===== src/rtl/dmem_pkg.sv =====
// Shared definitions for the byte-enabled data memory: FSM encoding and lane merge.
package dmem_pkg;

    localparam int unsigned MAX_WORD_W = 512;
    localparam int unsigned MAX_BE_W   = MAX_WORD_W / 8;

    localparam logic [0:0] ST_INIT = 1'b0;
    localparam logic [0:0] ST_IDLE = 1'b1;

    // Replace each byte of old_word whose enable bit is set with the byte from new_word.
    function automatic logic [MAX_WORD_W-1:0] byte_merge(
        input logic [MAX_WORD_W-1:0] old_word,
        input logic [MAX_WORD_W-1:0] new_word,
        input logic [MAX_BE_W-1:0]   be
    );
        logic [MAX_WORD_W-1:0] res;
        res = old_word;
        for (int unsigned i = 0; i < MAX_BE_W; i++) begin
            if (be[i]) res[8*i +: 8] = new_word[8*i +: 8];
        end
        return res;
    endfunction

endpackage


===== src/rtl/data_memory_be_if.sv =====
// Request/response bundle between the load/store unit and the data memory.
interface data_memory_be_if #(
    parameter int unsigned WORDSIZE = 64,
    parameter int unsigned SIZE     = 32,
    parameter int unsigned ADDR_W   = $clog2(SIZE),
    parameter int unsigned BE_W     = WORDSIZE / 8
) ();

    logic [ADDR_W-1:0]   addr;
    logic [WORDSIZE-1:0] data_input;
    logic [BE_W-1:0]     byte_en;
    logic                write_enable;
    logic                read;
    logic                clear;
    logic                ready;
    logic [WORDSIZE-1:0] data_output;
    logic                read_valid;
    logic                addr_error;

    modport master (
        output addr, data_input, byte_en, write_enable, read, clear,
        input  ready, data_output, read_valid, addr_error
    );

    modport slave (
        input  addr, data_input, byte_en, write_enable, read, clear,
        output ready, data_output, read_valid, addr_error
    );

endinterface


===== src/rtl/dmem_byte_merge.sv =====
// Combinational byte-lane merge shared by the array write path and write-first read forwarding.
module dmem_byte_merge
    import dmem_pkg::*;
#(
    parameter int unsigned WORDSIZE = 64,
    parameter int unsigned BE_W     = WORDSIZE / 8
) (
    input  logic [WORDSIZE-1:0] old_word,
    input  logic [WORDSIZE-1:0] new_word,
    input  logic [BE_W-1:0]     be,
    output logic [WORDSIZE-1:0] merged_c
);

    assign merged_c = WORDSIZE'(byte_merge(MAX_WORD_W'(old_word),
                                           MAX_WORD_W'(new_word),
                                           MAX_BE_W'(be)));

endmodule


===== src/rtl/data_memory_be.sv =====
// Single-port data RAM with byte enables, registered reads and a hardware zero-fill
// sequencer that runs after reset or on a clear request.
module data_memory_be
    import dmem_pkg::*;
#(
    parameter int unsigned WORDSIZE = 64,
    parameter int unsigned SIZE     = 32,
    parameter int unsigned ADDR_W   = $clog2(SIZE),
    parameter int unsigned BE_W     = WORDSIZE / 8
) (
    input logic              clk,
    input logic              rst_n,
    data_memory_be_if.slave  bus
);

    logic [WORDSIZE-1:0] mem_q [SIZE];

    logic [0:0]          state_q, state_d;
    logic [ADDR_W-1:0]   init_cnt_q, init_cnt_d;
    logic                ready_q, ready_d;
    logic [WORDSIZE-1:0] dout_q, dout_d;
    logic                rv_q, rv_d;
    logic                aerr_q, aerr_d;

    logic                mem_we_d;
    logic [ADDR_W-1:0]   mem_waddr_d;
    logic [WORDSIZE-1:0] mem_wdata_d;

    logic                in_range;
    logic [ADDR_W-1:0]   rd_idx;
    logic [BE_W-1:0]     be_eff;
    logic [WORDSIZE-1:0] old_word;
    logic [WORDSIZE-1:0] merged_c;

    assign in_range = (32'(bus.addr) < SIZE);
    assign rd_idx   = in_range ? bus.addr : '0;
    assign old_word = mem_q[rd_idx];
    // A plain read merges with an all-zero mask, so the same word feeds both paths.
    assign be_eff   = bus.write_enable ? bus.byte_en : '0;

    dmem_byte_merge #(
        .WORDSIZE (WORDSIZE),
        .BE_W     (BE_W)
    ) u_merge (
        .old_word (old_word),
        .new_word (bus.data_input),
        .be       (be_eff),
        .merged_c (merged_c)
    );

    // Next-state, write-port and read-register logic.
    always_comb begin
        state_d     = state_q;
        init_cnt_d  = init_cnt_q;
        dout_d      = dout_q;
        rv_d        = 1'b0;
        aerr_d      = aerr_q;
        mem_we_d    = 1'b0;
        mem_waddr_d = bus.addr;
        mem_wdata_d = merged_c;

        case (state_q)
            ST_INIT: begin
                mem_we_d    = 1'b1;
                mem_waddr_d = init_cnt_q;
                mem_wdata_d = '0;
                init_cnt_d  = init_cnt_q + ADDR_W'(1);
                if (init_cnt_q == ADDR_W'(SIZE - 1)) begin
                    state_d    = ST_IDLE;
                    init_cnt_d = '0;
                end
            end
            ST_IDLE: begin
                if (bus.clear) begin
                    state_d    = ST_INIT;
                    init_cnt_d = '0;
                    dout_d     = '0;
                end else begin
                    if (bus.write_enable || bus.read) aerr_d = ~in_range;
                    if (bus.write_enable && in_range) mem_we_d = 1'b1;
                    if (bus.read) begin
                        rv_d   = 1'b1;
                        dout_d = in_range ? merged_c : '0;
                    end
                end
            end
            default: state_d = ST_INIT;
        endcase

        ready_d = (state_d == ST_IDLE);
    end

    always_ff @(posedge clk or negedge rst_n) begin
        if (!rst_n) begin
            state_q    <= ST_INIT;
            init_cnt_q <= '0;
            ready_q    <= 1'b0;
            dout_q     <= '0;
            rv_q       <= 1'b0;
            aerr_q     <= 1'b0;
        end else begin
            state_q    <= state_d;
            init_cnt_q <= init_cnt_d;
            ready_q    <= ready_d;
            dout_q     <= dout_d;
            rv_q       <= rv_d;
            aerr_q     <= aerr_d;
        end
    end

    // Storage is cleared by the fill sequencer rather than by reset.
    always_ff @(posedge clk) begin
        if (mem_we_d) mem_q[mem_waddr_d] <= mem_wdata_d;
    end

    assign bus.ready       = ready_q;
    assign bus.data_output = dout_q;
    assign bus.read_valid  = rv_q;
    assign bus.addr_error  = aerr_q;

endmodule

===== src/flat_wrapper.sv =====
// flat-port wrapper written by rule: the top's interface ports become plain ports
module data_memory_be_flat import dmem_pkg::*;
#(
    parameter int unsigned WORDSIZE = 64,
    parameter int unsigned SIZE     = 32,
    parameter int unsigned ADDR_W   = $clog2(SIZE),
    parameter int unsigned BE_W     = WORDSIZE / 8
)
  (clk, rst_n, bus_addr, bus_data_input, bus_byte_en, bus_write_enable, bus_read, bus_clear, bus_ready, bus_data_output, bus_read_valid, bus_addr_error);
  data_memory_be_if #(.WORDSIZE(WORDSIZE), .SIZE(SIZE), .ADDR_W(ADDR_W), .BE_W(BE_W)) bus_i ();
  input logic clk;
  input logic rst_n;
  input wire logic [$bits(bus_i.addr)-1:0] bus_addr;
  input wire logic [$bits(bus_i.data_input)-1:0] bus_data_input;
  input wire logic [$bits(bus_i.byte_en)-1:0] bus_byte_en;
  input wire logic [$bits(bus_i.write_enable)-1:0] bus_write_enable;
  input wire logic [$bits(bus_i.read)-1:0] bus_read;
  input wire logic [$bits(bus_i.clear)-1:0] bus_clear;
  output wire logic [$bits(bus_i.ready)-1:0] bus_ready;
  output wire logic [$bits(bus_i.data_output)-1:0] bus_data_output;
  output wire logic [$bits(bus_i.read_valid)-1:0] bus_read_valid;
  output wire logic [$bits(bus_i.addr_error)-1:0] bus_addr_error;
  assign bus_i.addr = bus_addr;
  assign bus_i.data_input = bus_data_input;
  assign bus_i.byte_en = bus_byte_en;
  assign bus_i.write_enable = bus_write_enable;
  assign bus_i.read = bus_read;
  assign bus_i.clear = bus_clear;
  assign bus_ready = bus_i.ready;
  assign bus_data_output = bus_i.data_output;
  assign bus_read_valid = bus_i.read_valid;
  assign bus_addr_error = bus_i.addr_error;
  data_memory_be #(.WORDSIZE(WORDSIZE), .SIZE(SIZE), .ADDR_W(ADDR_W), .BE_W(BE_W)) u_core (.clk(clk), .rst_n(rst_n), .bus(bus_i));
endmodule

===== config.mk =====
export PLATFORM = sky130hd
export DESIGN_NAME = data_memory_be_flat
export DESIGN_NICKNAME = d
export VERILOG_FILES = /design/src/rtl/dmem_pkg.sv /design/src/rtl/data_memory_be_if.sv /design/src/rtl/dmem_byte_merge.sv /design/src/rtl/data_memory_be.sv /design/src/flat_wrapper.sv
export SDC_FILE = /design/constraint.sdc
export NUM_CORES = 2
export LEC_CHECK = 0
export ABC_AREA = 1
export ABC_CLOCK_PERIOD_IN_PS = 8160
export BUFFER_PORTS_ARGS = -buffer_cell sky130_fd_sc_hd__buf_4
export CAP_MARGIN = 20
export CORE_UTILIZATION = 52
export DETAILED_ROUTE_END_ITERATION = 8
export MAX_ROUTING_LAYER = met4
export PLACE_DENSITY_LB_ADDON = 0.05
export SLEW_MARGIN = 40
export SYNTH_ARGS = -nofsm -noshare
export SYNTH_HDL_FRONTEND = slang
export SYNTH_SLANG_ARGS = --single-unit

===== constraint.sdc =====
create_clock -name clk -period 8.16 [get_ports clk]
set_clock_uncertainty 0.05 [all_clocks]
set_input_delay 1.632 -clock clk [delete_from_list [all_inputs] [get_ports clk]]
set_output_delay 1.632 -clock clk [all_outputs]
set_load 0.005 [all_outputs]

==> results_dict.tcl <==
set metrics [dict create \
    num_vias 57500 \
    detailed_place_hpwl_um 125000 \
    setup_viol 0 \
    area_growth_syn_to_layout_pct 12.8 \
    synth-simple-area-share 0.229 \
    initialDrtViolationCount 7046 \
    powerDensity_mw_per_mm2 308 \
    synthesis.area_sq_mm 0.0856 \
    outcome "completed" \
    grt_first_pass_wirelength_um 373000 \
    fillerInstances 13100 \
    pin_count 149 \
    slew_headroom 0.369 \
    min_from "u_core.bus.data_output[54]" \
    grt_max_degree 175 \
    layout.nets 7369 \
    critPathMostFrequentCell "nand3_1" \
    end_kind "flop" \
    worstPathCellList "buf_8 > inv_12 > buf_12 > buf_4 > nand2_1 > nand3_1 > nand3_1 > nand3_1 > nand3_1 > nand3_1 > nand2_1 > nor2_1 > buf_4" \
    cp.arrival_ps 5300 \
    row_count 148 \
    synthArstFlopShare 0.0335 \
    synth_nets 7274 \
    ant_nets 0 \
    synth_cell_type_count 23 \
    drive_gt1_frac 0.0992 \
    cp_max_fo 146 \
    ys.flop_type "edfxtp_1" \
    postCtsResizedCells 0 \
    drc 0 \
    routed_wl_um 256000 \
    ys_seq_area_frac 0.740 \
    clk_pin_slew_worst_paths_ps 60 \
    fmax_mhz 211 \
    period_share 0.581 \
    hold_buffers 0 \
    avgSynthCellArea_sq_um 11.9 \
    dp_cells 9240 \
    yosysTopAreaCell "edfxtp_1" \
    r2r_start "u_core.state_q" \
    firstDrtPassIters 7 \
    required_ps 8720 \
    overflow 0 \
    netlist_instances 7190 \
    slew_violations 0 \
    dieWidth_um 408 \
    gp_congestion 0.808 \
    cts.sinks 2119 \
    rsz0062_at_grt "false" \
    numCtsBuffers 213 \
    initial_utilization 0.524 \
    finalHoldViolCount 0 \
    synth_common_cells "nand2_1 (2,348), edfxtp_1 (2,048), nand3_1 (2,009), buf_2 (234), clkbuf_1 (123)" \
    core_sq_mm 0.163 \
    die_y_um 408 \
    fin_cells 9640 \
    portBuffers 147 \
    cts_setup_buffers 0 \
    drv_cap 0 \
    synth_xor_area_frac 0.000102 \
    grt_pass1_vias 53400 \
    cts-htree-levels 4 \
    worst_slew_pin_slew_ps 947 \
    yosysWarnings 0 \
    cp_slowest_cell "buf_4" \
    dieArea_sq_mm 0.166 \
    synthMuxAreaShare 0 \
    synth_edf_count 2048 \
    cp-startpoint "bus_addr[0]" \
    synth_top_family_by_area "simple AND/OR/NAND/NOR gates" \
    min_period_ps 4740 \
    p_leak_nw 35.4 \
    synth_compound_area_frac 0.00143 \
    yosysTopAreaCellShare 0.719 \
    critPathMaxStageDelay_ps 670 \
    routedWlPerCell_um 26.6 \
    final_util 0.591 \
    path_class "in -> reg" \
    synth-seq-cells 2119 \
    multiInputGateArea_sq_mm 0.0201 \
    setup-tns-final_ps 0 \
    antenna_found_initial 3 \
    synthMostInstantiatedCell "nand2_1" \
    seq_area_sq_mm 0.0633 \
    tritoncts "built" \
    clock_latency_ps 850 \
    vdd_drop_max_v 0.000296 \
    yosys.area_share.adder 0.000292 \
    grtUsageTotal 0.315 \
    clk_path_buf_depth 3 \
    vias_per_cell 5.96 \
    min_path_type "reg -> reg" \
    start_kind "input port" \
    root_buffer "clkbuf_16" \
    ys_top_cells_by_area "edfxtp_1 (72%), nand3_1 (12%), nand2_1 (10%), dfrtp_1 (2.1%), buf_2 (1.4%)" \
]
cells in the final DEF, fill, tap and decap left out, types with 6 or more instances in the layout:
| cell | instances |
|---|---|
| clkinv_1 | 56 |
| buf_8 | 13 |
| dfrtp_1 | 71 |
| o21ai_0 | 9 |
| buf_16 | 13 |
| edfxtp_1 | 2048 |
| nand2_1 | 2348 |
| inv_1 | 51 |
| clkinv_2 | 31 |
| nand3_1 | 2008 |
| bufinv_16 | 11 |
| or2_2 | 56 |
| a21oi_4 | 6 |
| nor2_1 | 60 |
| clkbuf_8 | 7 |
| buf_12 | 38 |
| buf_6 | 6 |
| clkbuf_1 | 60 |
| clkbuf_16 | 218 |
| buf_4 | 281 |
| nor2_4 | 36 |
cell families after synthesis:
group / Yosys count
DFF: 2119
and+or+nand+nor: 4515
buffers and inverters: 529
AOI/OAI and AO/OA: 23
other: 1
xor gates and xnor gates: 1
adders and majority gates: 2
per-stage QoR:
step | hold slack (ps) | area (sq um) | total power [mW] | worst slack (ps)
after floorplan | 422 | 85600 | 17.8 | 2310
after global placement | 414 | 89300 | 20.4 | 2240
after detailed placement | 416 | 89800 | 20.6 | 2630
after CTS | 433 | 96300 | 29.8 | 3530
after global routing | 458 | 96500 | 30.7 | 3260
final | 426 | 96500 | 29.7 | 3420
path summary, 6_finish.rpt:
check | end | slack (ps) | depth (start not counted)
min reg2reg | u_core.bus.data_output[54] | 430 | 2
max in group asynchronous | u_core.bus.data_output[23] | 6300 | 2
min in group asynchronous | u_core.bus.data_output[63] | 650 | 1
max | u_core.mem_q[18][44] | 3420 | 13
min | u_core.bus.data_output[54] | 430 | 2
max reg2reg | u_core.mem_q[4][12] | 4280 | 5
layer usage:
| metal | vias up | global-route usage | routed length (um) |
|---|---|---|---|
| li1 | 25600 | - | - |
| met1 | 28900 | 0.437 | 107000 |
| met2 | 2551 | 0.494 | 123000 |
| met3 | 415 | 0.0421 | 19700 |
| met4 | 0 | 0.0821 | 6220 |
| met5 | - | - | 0 |
critical path, delay by kind of cell:
kind	cells	cell delay [ps]
AND/OR/NAND/NOR	8	900
buffers and inverters	5	2370
state kept, by name, indices dropped and copies added (netlist names):
signal                  count
u_core.bus.read_valid       1
u_core.state_q              1
u_core.mem_q             2048
u_core.bus.data_output     64
u_core.init_cnt_q           5
final cells by class:
class | count | share of cell area
multi-input cells | 4542 | 0.209
repair buffers | 352 | 0.0363
well taps | 2175 | 0.0282
clock inverters | 109 | 0.00853
flip-flops and latches | 2119 | 0.656
clock buffers | 284 | 0.0597
diodes | 2 | 0.0000519
inverters | 57 | 0.00263
power breakdown:
group	internal, mW	switching (mW)
combinational	1.24	4.16
sequential	14.6	0.431
clock	5.28	4.07
total	21.1	8.65
Power figures use the tool's default switching activity.
